## src/rtl/tcdm_rr_arbiter_if.sv

```systemverilog
// Bus bundle between N_REQ TCDM requesters, the round-robin arbiter and one memory port.
// Names match the arbiter's flat port list so existing requester/memory wiring maps one-to-one.

// Handshake: a requester raises req with a stable payload and holds both until gnt;
// a transfer happens on req & gnt in the same cycle, gnt being combinational. r_valid is a
// single-cycle pulse with no back-pressure, returned in issue order for reads and writes alike.
interface tcdm_rr_arbiter_if #(
  parameter int unsigned N_REQ = 2,
  parameter int unsigned AW    = 32,
  parameter int unsigned DW    = 32
);
  logic [N_REQ-1:0]        req_i;
  logic [N_REQ*AW-1:0]     add_i;
  logic [N_REQ-1:0]        wen_i;
  logic [N_REQ*DW/8-1:0]   be_i;
  logic [N_REQ*DW-1:0]     data_i;
  logic [N_REQ-1:0]        gnt_o;
  logic [N_REQ*DW-1:0]     r_data_o;
  logic [N_REQ-1:0]        r_valid_o;

  logic                    mem_req_o;
  logic [AW-1:0]           mem_add_o;
  logic                    mem_wen_o;
  logic [DW/8-1:0]         mem_be_o;
  logic [DW-1:0]           mem_data_o;
  logic                    mem_gnt_i;
  logic [DW-1:0]           mem_r_data_i;
  logic                    mem_r_valid_i;

  // Arbiter view.
  modport slave (
    input  req_i, add_i, wen_i, be_i, data_i,
    output gnt_o, r_data_o, r_valid_o,
    output mem_req_o, mem_add_o, mem_wen_o, mem_be_o, mem_data_o,
    input  mem_gnt_i, mem_r_data_i, mem_r_valid_i
  );

  // Environment view: requesters plus the memory bank.
  modport master (
    output req_i, add_i, wen_i, be_i, data_i,
    input  gnt_o, r_data_o, r_valid_o,
    input  mem_req_o, mem_add_o, mem_wen_o, mem_be_o, mem_data_o,
    output mem_gnt_i, mem_r_data_i, mem_r_valid_i
  );
endinterface

```

## src/rtl/tcdm_rr_arbiter.sv

```systemverilog
// Round-robin arbiter sharing one TCDM port among N_REQ requesters; an ID FIFO of issuer
// indices routes each in-order memory response back to the requester that issued it.
module tcdm_rr_arbiter #(
  parameter int unsigned N_REQ     = 2,
  parameter int unsigned AW        = 32,
  parameter int unsigned DW        = 32,
  parameter int unsigned MAX_OUTST = 2
) (
  input  logic                           clk_i,
  input  logic                           rst_ni,
  tcdm_rr_arbiter_if.slave               bus,
  output logic [$clog2(MAX_OUTST+1)-1:0] outst_o,
  output logic                           err_o
);

  localparam int unsigned PW = $clog2(N_REQ);
  localparam int unsigned FW = (MAX_OUTST > 1) ? $clog2(MAX_OUTST) : 1;
  localparam int unsigned CW = $clog2(MAX_OUTST + 1);
  localparam int unsigned BW = DW / 8;

  logic [PW-1:0] ptr_q, ptr_d;
  logic [PW-1:0] id_q [MAX_OUTST];
  logic [PW-1:0] id_d [MAX_OUTST];
  logic [FW-1:0] wr_ptr_q, wr_ptr_d;
  logic [FW-1:0] rd_ptr_q, rd_ptr_d;
  logic [CW-1:0] cnt_q, cnt_d;
  logic          err_q, err_d;

  logic          any_req;
  logic [PW-1:0] win;
  logic [PW:0]   scan_sum;
  logic [PW-1:0] scan_idx;
  logic          can_issue;
  logic          mem_req;
  logic          push;
  logic          pop;
  logic          spurious;
  logic [PW-1:0] head;

  logic [N_REQ-1:0]    gnt;
  logic [N_REQ-1:0]    r_valid;
  logic [N_REQ*DW-1:0] r_data;
  logic [AW-1:0]       mem_add;
  logic                mem_wen;
  logic [BW-1:0]       mem_be;
  logic [DW-1:0]       mem_data;

  // First asserted request at or after ptr_q, wrapping modulo N_REQ.
  always_comb begin
    any_req  = 1'b0;
    win      = '0;
    scan_sum = '0;
    scan_idx = '0;
    for (int i = 0; i < int'(N_REQ); i++) begin
      scan_sum = {1'b0, ptr_q} + (PW+1)'(i);
      if (scan_sum >= (PW+1)'(N_REQ)) begin
        scan_sum = scan_sum - (PW+1)'(N_REQ);
      end
      scan_idx = scan_sum[PW-1:0];
      if (!any_req && bus.req_i[scan_idx]) begin
        any_req = 1'b1;
        win     = scan_idx;
      end
    end
  end

  // A response retiring this cycle frees its slot for a same-cycle issue.
  assign can_issue = (cnt_q < CW'(MAX_OUTST)) | bus.mem_r_valid_i;
  assign mem_req   = rst_ni & any_req & can_issue;
  assign push      = mem_req & bus.mem_gnt_i;
  assign pop       = rst_ni & bus.mem_r_valid_i & (cnt_q != '0);
  assign spurious  = bus.mem_r_valid_i & (cnt_q == '0) & ~push;
  assign head      = id_q[rd_ptr_q];

  always_comb begin
    mem_add  = '0;
    mem_wen  = 1'b1;
    mem_be   = '0;
    mem_data = '0;
    gnt      = '0;
    r_valid  = '0;
    r_data   = '0;
    for (int i = 0; i < int'(N_REQ); i++) begin
      if (any_req && (win == PW'(i))) begin
        mem_add  = bus.add_i[i*AW +: AW];
        mem_wen  = bus.wen_i[i];
        mem_be   = bus.be_i[i*BW +: BW];
        mem_data = bus.data_i[i*DW +: DW];
        gnt[i]   = push;
      end
      if (pop && (head == PW'(i))) begin
        r_valid[i]          = 1'b1;
        r_data[i*DW +: DW]  = bus.mem_r_data_i;
      end
    end
  end

  always_comb begin
    ptr_d    = ptr_q;
    wr_ptr_d = wr_ptr_q;
    rd_ptr_d = rd_ptr_q;
    cnt_d    = cnt_q;
    err_d    = err_q | spurious;
    for (int k = 0; k < int'(MAX_OUTST); k++) begin
      id_d[k] = id_q[k];
    end
    if (push) begin
      ptr_d            = (win == PW'(N_REQ - 1)) ? '0 : win + PW'(1);
      id_d[wr_ptr_q]   = win;
      wr_ptr_d         = (wr_ptr_q == FW'(MAX_OUTST - 1)) ? '0 : wr_ptr_q + FW'(1);
    end
    if (pop) begin
      rd_ptr_d = (rd_ptr_q == FW'(MAX_OUTST - 1)) ? '0 : rd_ptr_q + FW'(1);
    end
    if (push && !pop) begin
      cnt_d = cnt_q + CW'(1);
    end else if (pop && !push) begin
      cnt_d = cnt_q - CW'(1);
    end
  end

  always_ff @(posedge clk_i or negedge rst_ni) begin
    if (!rst_ni) begin
      ptr_q    <= '0;
      wr_ptr_q <= '0;
      rd_ptr_q <= '0;
      cnt_q    <= '0;
      err_q    <= 1'b0;
      for (int k = 0; k < int'(MAX_OUTST); k++) begin
        id_q[k] <= '0;
      end
    end else begin
      ptr_q    <= ptr_d;
      wr_ptr_q <= wr_ptr_d;
      rd_ptr_q <= rd_ptr_d;
      cnt_q    <= cnt_d;
      err_q    <= err_d;
      for (int k = 0; k < int'(MAX_OUTST); k++) begin
        id_q[k] <= id_d[k];
      end
    end
  end

  assign bus.gnt_o      = gnt;
  assign bus.r_valid_o  = r_valid;
  assign bus.r_data_o   = r_data;
  assign bus.mem_req_o  = mem_req;
  assign bus.mem_add_o  = mem_add;
  assign bus.mem_wen_o  = mem_wen;
  assign bus.mem_be_o   = mem_be;
  assign bus.mem_data_o = mem_data;
  assign outst_o        = cnt_q;
  assign err_o          = err_q;

endmodule

```

## src/flat_wrapper.sv

```systemverilog
// flat-port wrapper written by rule: the top's interface ports become plain ports
module tcdm_rr_arbiter_flat 
#(
  parameter int unsigned N_REQ     = 2,
  parameter int unsigned AW        = 32,
  parameter int unsigned DW        = 32,
  parameter int unsigned MAX_OUTST = 2
)
  (clk_i, rst_ni, outst_o, err_o, bus_req_i, bus_add_i, bus_wen_i, bus_be_i, bus_data_i, bus_gnt_o, bus_r_data_o, bus_r_valid_o, bus_mem_req_o, bus_mem_add_o, bus_mem_wen_o, bus_mem_be_o, bus_mem_data_o, bus_mem_gnt_i, bus_mem_r_data_i, bus_mem_r_valid_i);
  tcdm_rr_arbiter_if #(.N_REQ(N_REQ), .AW(AW), .DW(DW)) bus_i ();
  input  logic clk_i;
  input  logic rst_ni;
  output logic [$clog2(MAX_OUTST+1)-1:0] outst_o;
  output logic err_o;
  input wire logic [$bits(bus_i.req_i)-1:0] bus_req_i;
  input wire logic [$bits(bus_i.add_i)-1:0] bus_add_i;
  input wire logic [$bits(bus_i.wen_i)-1:0] bus_wen_i;
  input wire logic [$bits(bus_i.be_i)-1:0] bus_be_i;
  input wire logic [$bits(bus_i.data_i)-1:0] bus_data_i;
  output wire logic [$bits(bus_i.gnt_o)-1:0] bus_gnt_o;
  output wire logic [$bits(bus_i.r_data_o)-1:0] bus_r_data_o;
  output wire logic [$bits(bus_i.r_valid_o)-1:0] bus_r_valid_o;
  output wire logic [$bits(bus_i.mem_req_o)-1:0] bus_mem_req_o;
  output wire logic [$bits(bus_i.mem_add_o)-1:0] bus_mem_add_o;
  output wire logic [$bits(bus_i.mem_wen_o)-1:0] bus_mem_wen_o;
  output wire logic [$bits(bus_i.mem_be_o)-1:0] bus_mem_be_o;
  output wire logic [$bits(bus_i.mem_data_o)-1:0] bus_mem_data_o;
  input wire logic [$bits(bus_i.mem_gnt_i)-1:0] bus_mem_gnt_i;
  input wire logic [$bits(bus_i.mem_r_data_i)-1:0] bus_mem_r_data_i;
  input wire logic [$bits(bus_i.mem_r_valid_i)-1:0] bus_mem_r_valid_i;
  assign bus_i.req_i = bus_req_i;
  assign bus_i.add_i = bus_add_i;
  assign bus_i.wen_i = bus_wen_i;
  assign bus_i.be_i = bus_be_i;
  assign bus_i.data_i = bus_data_i;
  assign bus_gnt_o = bus_i.gnt_o;
  assign bus_r_data_o = bus_i.r_data_o;
  assign bus_r_valid_o = bus_i.r_valid_o;
  assign bus_mem_req_o = bus_i.mem_req_o;
  assign bus_mem_add_o = bus_i.mem_add_o;
  assign bus_mem_wen_o = bus_i.mem_wen_o;
  assign bus_mem_be_o = bus_i.mem_be_o;
  assign bus_mem_data_o = bus_i.mem_data_o;
  assign bus_i.mem_gnt_i = bus_mem_gnt_i;
  assign bus_i.mem_r_data_i = bus_mem_r_data_i;
  assign bus_i.mem_r_valid_i = bus_mem_r_valid_i;
  tcdm_rr_arbiter #(.N_REQ(N_REQ), .AW(AW), .DW(DW), .MAX_OUTST(MAX_OUTST)) u_core (.clk_i(clk_i), .rst_ni(rst_ni), .bus(bus_i), .outst_o(outst_o), .err_o(err_o));
endmodule
```

## config.mk

```make
export PLATFORM = sky130hd
export DESIGN_NAME = tcdm_rr_arbiter_flat
export DESIGN_NICKNAME = d
export VERILOG_FILES = /design/src/rtl/tcdm_rr_arbiter_if.sv /design/src/rtl/tcdm_rr_arbiter.sv /design/src/flat_wrapper.sv
export SDC_FILE = /design/constraint.sdc
export NUM_CORES = 1
export LEC_CHECK = 0
export ABC_AREA = 1
export CAP_MARGIN = 40
export CORE_AREA = 2 2 124 126
export DETAILED_ROUTE_END_ITERATION = 8
export DIE_AREA = 0 0 126 128
export SLEW_MARGIN = 20
export SYNTH_ARGS = -nofsm -noshare
export SYNTH_HDL_FRONTEND = slang
export SYNTH_SLANG_ARGS = --single-unit
```

## constraint.sdc

```tcl
create_clock -name clk_i -period 1.61 [get_ports clk_i]
set_input_delay 0.161 -clock clk_i [delete_from_list [all_inputs] [get_ports clk_i]]
set_output_delay 0.161 -clock clk_i [all_outputs]
set_load 0.02 [all_outputs]
```

# After elaboration in Yosys (flattened, before gate mapping)
# Index checks and enable logic that the tools add are counted.
# word_totals
reg_bits	8
latch_bits	0
ram_bits	0
mem_bits_ro	0
elab_cells	86
memories	0
# op_classes
addsub	8
mul	0
div	0
n_lt_le_gt_ge	8
eq_ne	0
n_shift	0
muxes	35
bitwise	14
reduce_logical	14
# op_table
operator	n
32-bit two-way mux	6
1-bit two-way mux	23
1-bit logical AND	8
4-bit two-way mux	2
1-bit bitwise AND	7
2-bit >= comparator (second input constant)	3
1-bit by 2-bit < comparator with 1-bit output (second input constant)	2
2-bit two-way mux	2
1-bit NOT with 2-bit output	2
2-bit nonzero test	2
1-bit adder (second input constant)	3
1-bit logical NOT	3
1-bit NOT	3
1-bit by 1-bit adder with 2-bit output (second input constant)	1
2-bit by 1-bit adder with 2-bit output (second input constant)	1
2-bit bitwise mux	1
1-bit by 2-bit >= comparator with 1-bit output (second input constant)	1
2-bit logical NOT	1
2-bit by 1-bit < comparator with 1-bit output (second input constant)	1
2-bit < comparator (second input constant)	1
1-bit OR	2
1-bit subtractor (second input constant)	2
2-bit by 1-bit subtractor with 2-bit output (second input constant)	1
1-bit demux with 1-bit select	1

# Depth between registers and ports, before layout
# logic_depth
word_depth	15
depth_mapped	9
depth_no_buf	9

# Worst setup path before layout
# OpenSTA, ideal clock, no wires.
# synth_timing
path_type	register to output
startpoint	register u_core.cnt_q[0] (netlist: u_core.outst_o[0])
endpoint	output port bus_r_data_o[33]
t_arrival_ps	1476
slack_ps	-27
path_stages_with_launch	8
path_cell_list	dfrtp_1 -> nor2_1 -> nor2_2 -> nand2_2 -> nor2_4 -> inv_2 -> buf_6 -> nor2_1
# synth_between
elab_chain_len	4
# synth_lines
item	line_no	rtl
start, declared	tcdm_rr_arbiter.sv:26	logic [CW-1:0] cnt_q, cnt_d;
start signal, assigned	tcdm_rr_arbiter.sv:136	cnt_q <= cnt_d;
2-bit nonzero test	tcdm_rr_arbiter.sv:71	assign pop = rst_ni & bus.mem_r_valid_i & (cnt_q != '0);
1-bit bitwise AND	tcdm_rr_arbiter.sv:71	
1-bit logical AND	tcdm_rr_arbiter.sv:91	if (pop && (head == PW'(i))) begin
32-bit two-way mux	tcdm_rr_arbiter.sv:91	
end, declared	flat_wrapper.sv:21	output wire logic [$bits(bus_i.r_data_o)-1:0] bus_r_data_o;
# No other way between the ends.

# Worst setup path in the final report
# layout_timing
startpoint	register u_core.cnt_q[1] (netlist: u_core.outst_o[1])
endpoint	output port bus_r_data_o[34]
# The elaborated chain is that of the path after synthesis.

==> results.py <==
metrics = {
    "status": {
        "status": "complete, but fails checks",
        "violations": "setup timing",
    },
    "synthesis": {
        "yosysTopAreaCellShare": 0.373,
        "synth_flop_cell": "dfrtp_1",
        "yosysTopAreaCell": "a22o_1",
        "synth.area.top_cells": "a22o_1 37%, nor2_1 16%, dfrtp_1 13%",
        "syn_area_per_cell_um2": 6.38,
        "yosysWarnings": 0,
        "ys_seq_area_frac": 0.125,
        "synth-edff-count": 0,
        "synth.distinct_cells": 20,
        "postSynthCellCount": 250,
        "syn_area_um2": 1600,
        "synthArstFlopShare": 1.00,
        "synth.net_count": 427,
        "synth-seq-cells": 8,
    },
    "timing": {
        "relSlewSlack": 0.852,
        "clock_skew_ns": 0.00401,
        "fin_tns_setup_ns": -7.28,
        "finalSetupViolCount": 128,
        "setup_slack_ns": -0.118,
        "fin_crit_ns": 1.73,
        "timing_worst_slew_pin_value_ns": 0.221,
        "rsz0062_at_grt": "true",
        "holdWs_ns": 0.00889,
        "fmax_mhz": 579,
        "hold_viol": 0,
        "slew_viol_final": 0,
        "period_share": 1.07,
    },
    "hold_path": {
        "hold_path_class": "in2async",
    },
    "cts": {
        "cts_root_buffer": "clkbuf_16",
        "clk_pin_slew_ns": 0.04,
        "cts_inserted_buffers": 3,
        "cts_max_level": 1,
        "cts_buffer_depth": 2,
        "clk_latency_ns": 0.24,
        "cts_tree": "done",
        "hold_buffers": 0,
        "clock_sinks": 8,
    },
    "power": {
        "irDropWorstVdd_mv": 0.400,
        "total_power_mw": 5.38,
        "p_per_area_nw_per_um2": 825,
        "leakage_nw": 2.97,
    },
    "final_layout": {
        "final_common_cell": "clkdlybuf4s50_1",
        "nets": 794,
        "antenna_cells": 0,
        "multi_input_area_um2": 1530,
        "area_growth_pct": 309,
        "num-fill-cells": 1409,
        "drive_gt1_frac": 0.476,
        "mostFrequentLayoutCells": "173 x clkdlybuf4s50_1, 130 x buf_6, 68 x a22o_1, 51 x nor2_4, 44 x buf_4",
        "regArea_um2": 201,
    },
    "floorplan": {
        "die_area_um2": 16100,
        "ios": 317,
        "die_width_um": 126,
        "die_y_um": 128,
        "core_um2": 14900,
        "rows": 45,
        "start_util": 0.107,
    },
    "worst_setup_path": {
        "worstPathArrival_ns": 1.57,
        "crit_slowest_cell": "dfrtp_1",
        "path_class": "reg2out",
        "cp_cell_sequence": "nor2_2, nor2_2, nand2_2, nor2_4, inv_6, buf_12, nor2_2, buf_6",
        "reg2reg_depth": 10,
        "timing.critical_path.to_type": "primary output",
        "slowest_delay_ns": 0.36,
        "r2r-end": "u_core.outst_o[1]",
        "path_delay_family": "simple AND/OR/NAND/NOR gates",
        "cpMostUsedCell": "nor2_2",
        "path_max_fanout": 12,
        "rrSetupSlack_ns": -0.03,
        "cp.buffers_inverters": 3,
        "required_ns": 1.45,
        "crit_path_start_kind": "register",
        "r2r_start": "u_core.outst_o[1]",
    },
    "grt": {
        "antenna_found_initial": 0,
        "groute.usage.overall": 0.166,
        "grt_pass1_wl_mm": 20.9,
        "grt_pass1_vias": 3567,
        "grt_max_degree": 19,
        "grt-ovfl-total": 0,
    },
    "routing": {
        "drt_iter0_drc": 126,
        "wl_per_cell_um": 19.0,
        "viasPerCell": 4.27,
        "drtAntennaViolNets": 0,
        "drc": 0,
        "dr.pass1.iters": 5,
        "totalWireLength_mm": 15.3,
        "vias": 3426,
    },
    "place": {
        "dp_hpwl_mm": 9.88,
        "place_congestion": 0.760,
        "portBuffers": 316,
        "place_ws_ns": -0.595,
    },
    "flow_run": {
        "maxCapViolCount": 0,
    },
}
## synthesized netlist by cell type (all sizes together) (2+ instances only)
cell type  instances
a22o              68
buf               18
clkbuf             3
dfrtp              8
inv               45
nand2             18
nand3              2
nand4              4
nor2              77
o21ai              2
xnor2              2
## worst max-delay path by stage
stage	from	end	slack [ns]	cells after the start
2_1_floorplan	u_core.outst_o[0]	bus_r_data_o[33]	-0.03	7
3_3_place_gp	bus_req_i[0]	bus_mem_data_o[10]	-0.60	7
3_5_place_dp	bus_req_i[0]	bus_mem_data_o[10]	-0.60	7
4_1_cts	u_core.ptr_q	bus_mem_data_o[10]	-0.10	5
5_1_grt	u_core.outst_o[0]	bus_r_data_o[34]	-0.21	8
6_report	u_core.outst_o[1]	bus_r_data_o[34]	-0.12	8
## power by group
group,switching (mW),leakage [nW],internal (mW)
clock network,0.110,0.0370,0.321
registers,0.0732,0.0926,0.291
logic,2.10,2.84,2.49
## cells by family after synthesis
logic type      after synthesis  share of synthesized area
xor+xnor                      3                     0.0165
simple gates                101                      0.264
flops                         8                      0.125
compound gates               71                      0.385
fa+ha+maj                     1                    0.00784
buf+inv                      66                      0.201
## metrics by stage
| stage | cell area (µm²) | util | std cells |
|---|---|---|---|
| 2_1_floorplan | 1620 | - | 250 |
| 5_1_grt | 6530 | 0.439 | 803 |
| 4_1_cts | 6080 | 0.409 | 794 |
| 6_report | 6530 | 0.439 | 803 |
| 3_3_place_gp | 5150 | 0.346 | 762 |
| 3_5_place_dp | 5150 | 0.346 | 762 |
## flip-flops by register name (all words and copies together) (netlist names)
| signal | flops |
|---|---|
| u_core.ptr_q | 1 |
| u_core.wr_ptr_q | 1 |
| u_core.outst_o | 2 |
| u_core.id_q | 2 |
| u_core.err_o | 1 |
| u_core.rd_ptr_q | 1 |
## per-layer routing
metal	track usage	share of wire
met5	0	0
met2	0.317	0.53
met1	0.191	0.37
met4	0.0246	0.014
met3	0.0388	0.092
## worst register-to-register path, cell delays in order (launching register included)
cell and delay [ns]:
dfrtp_1 0.38, buf_4 0.14, buf_6 0.12, nand2_4 0.08, nand3_4 0.08, buf_6 0.14
inv_4 0.05, ha_4 0.20, nor2_4 0.12, nand2_2 0.08, xnor2_2 0.14
## cell type report
cell class	instances	area share
timing repair buffer	383	0.659
multi-input combinational	176	0.235
tap	188	0.0360
sequential	8	0.0309
inverter	45	0.0278
clock buffer	3	0.0115
## timing repair
| action | CTS | global route |
|---|---|---|
| buffers inserted | 16 | 4 |
| cloned | 14 | 7 |
| endpoints found under the setup margin | 139 | 139 |
| pin swaps | 8 | 12 |
| resized for setup | 876 | 80 |
No activity file was read; power rests on OpenSTA's default activity.
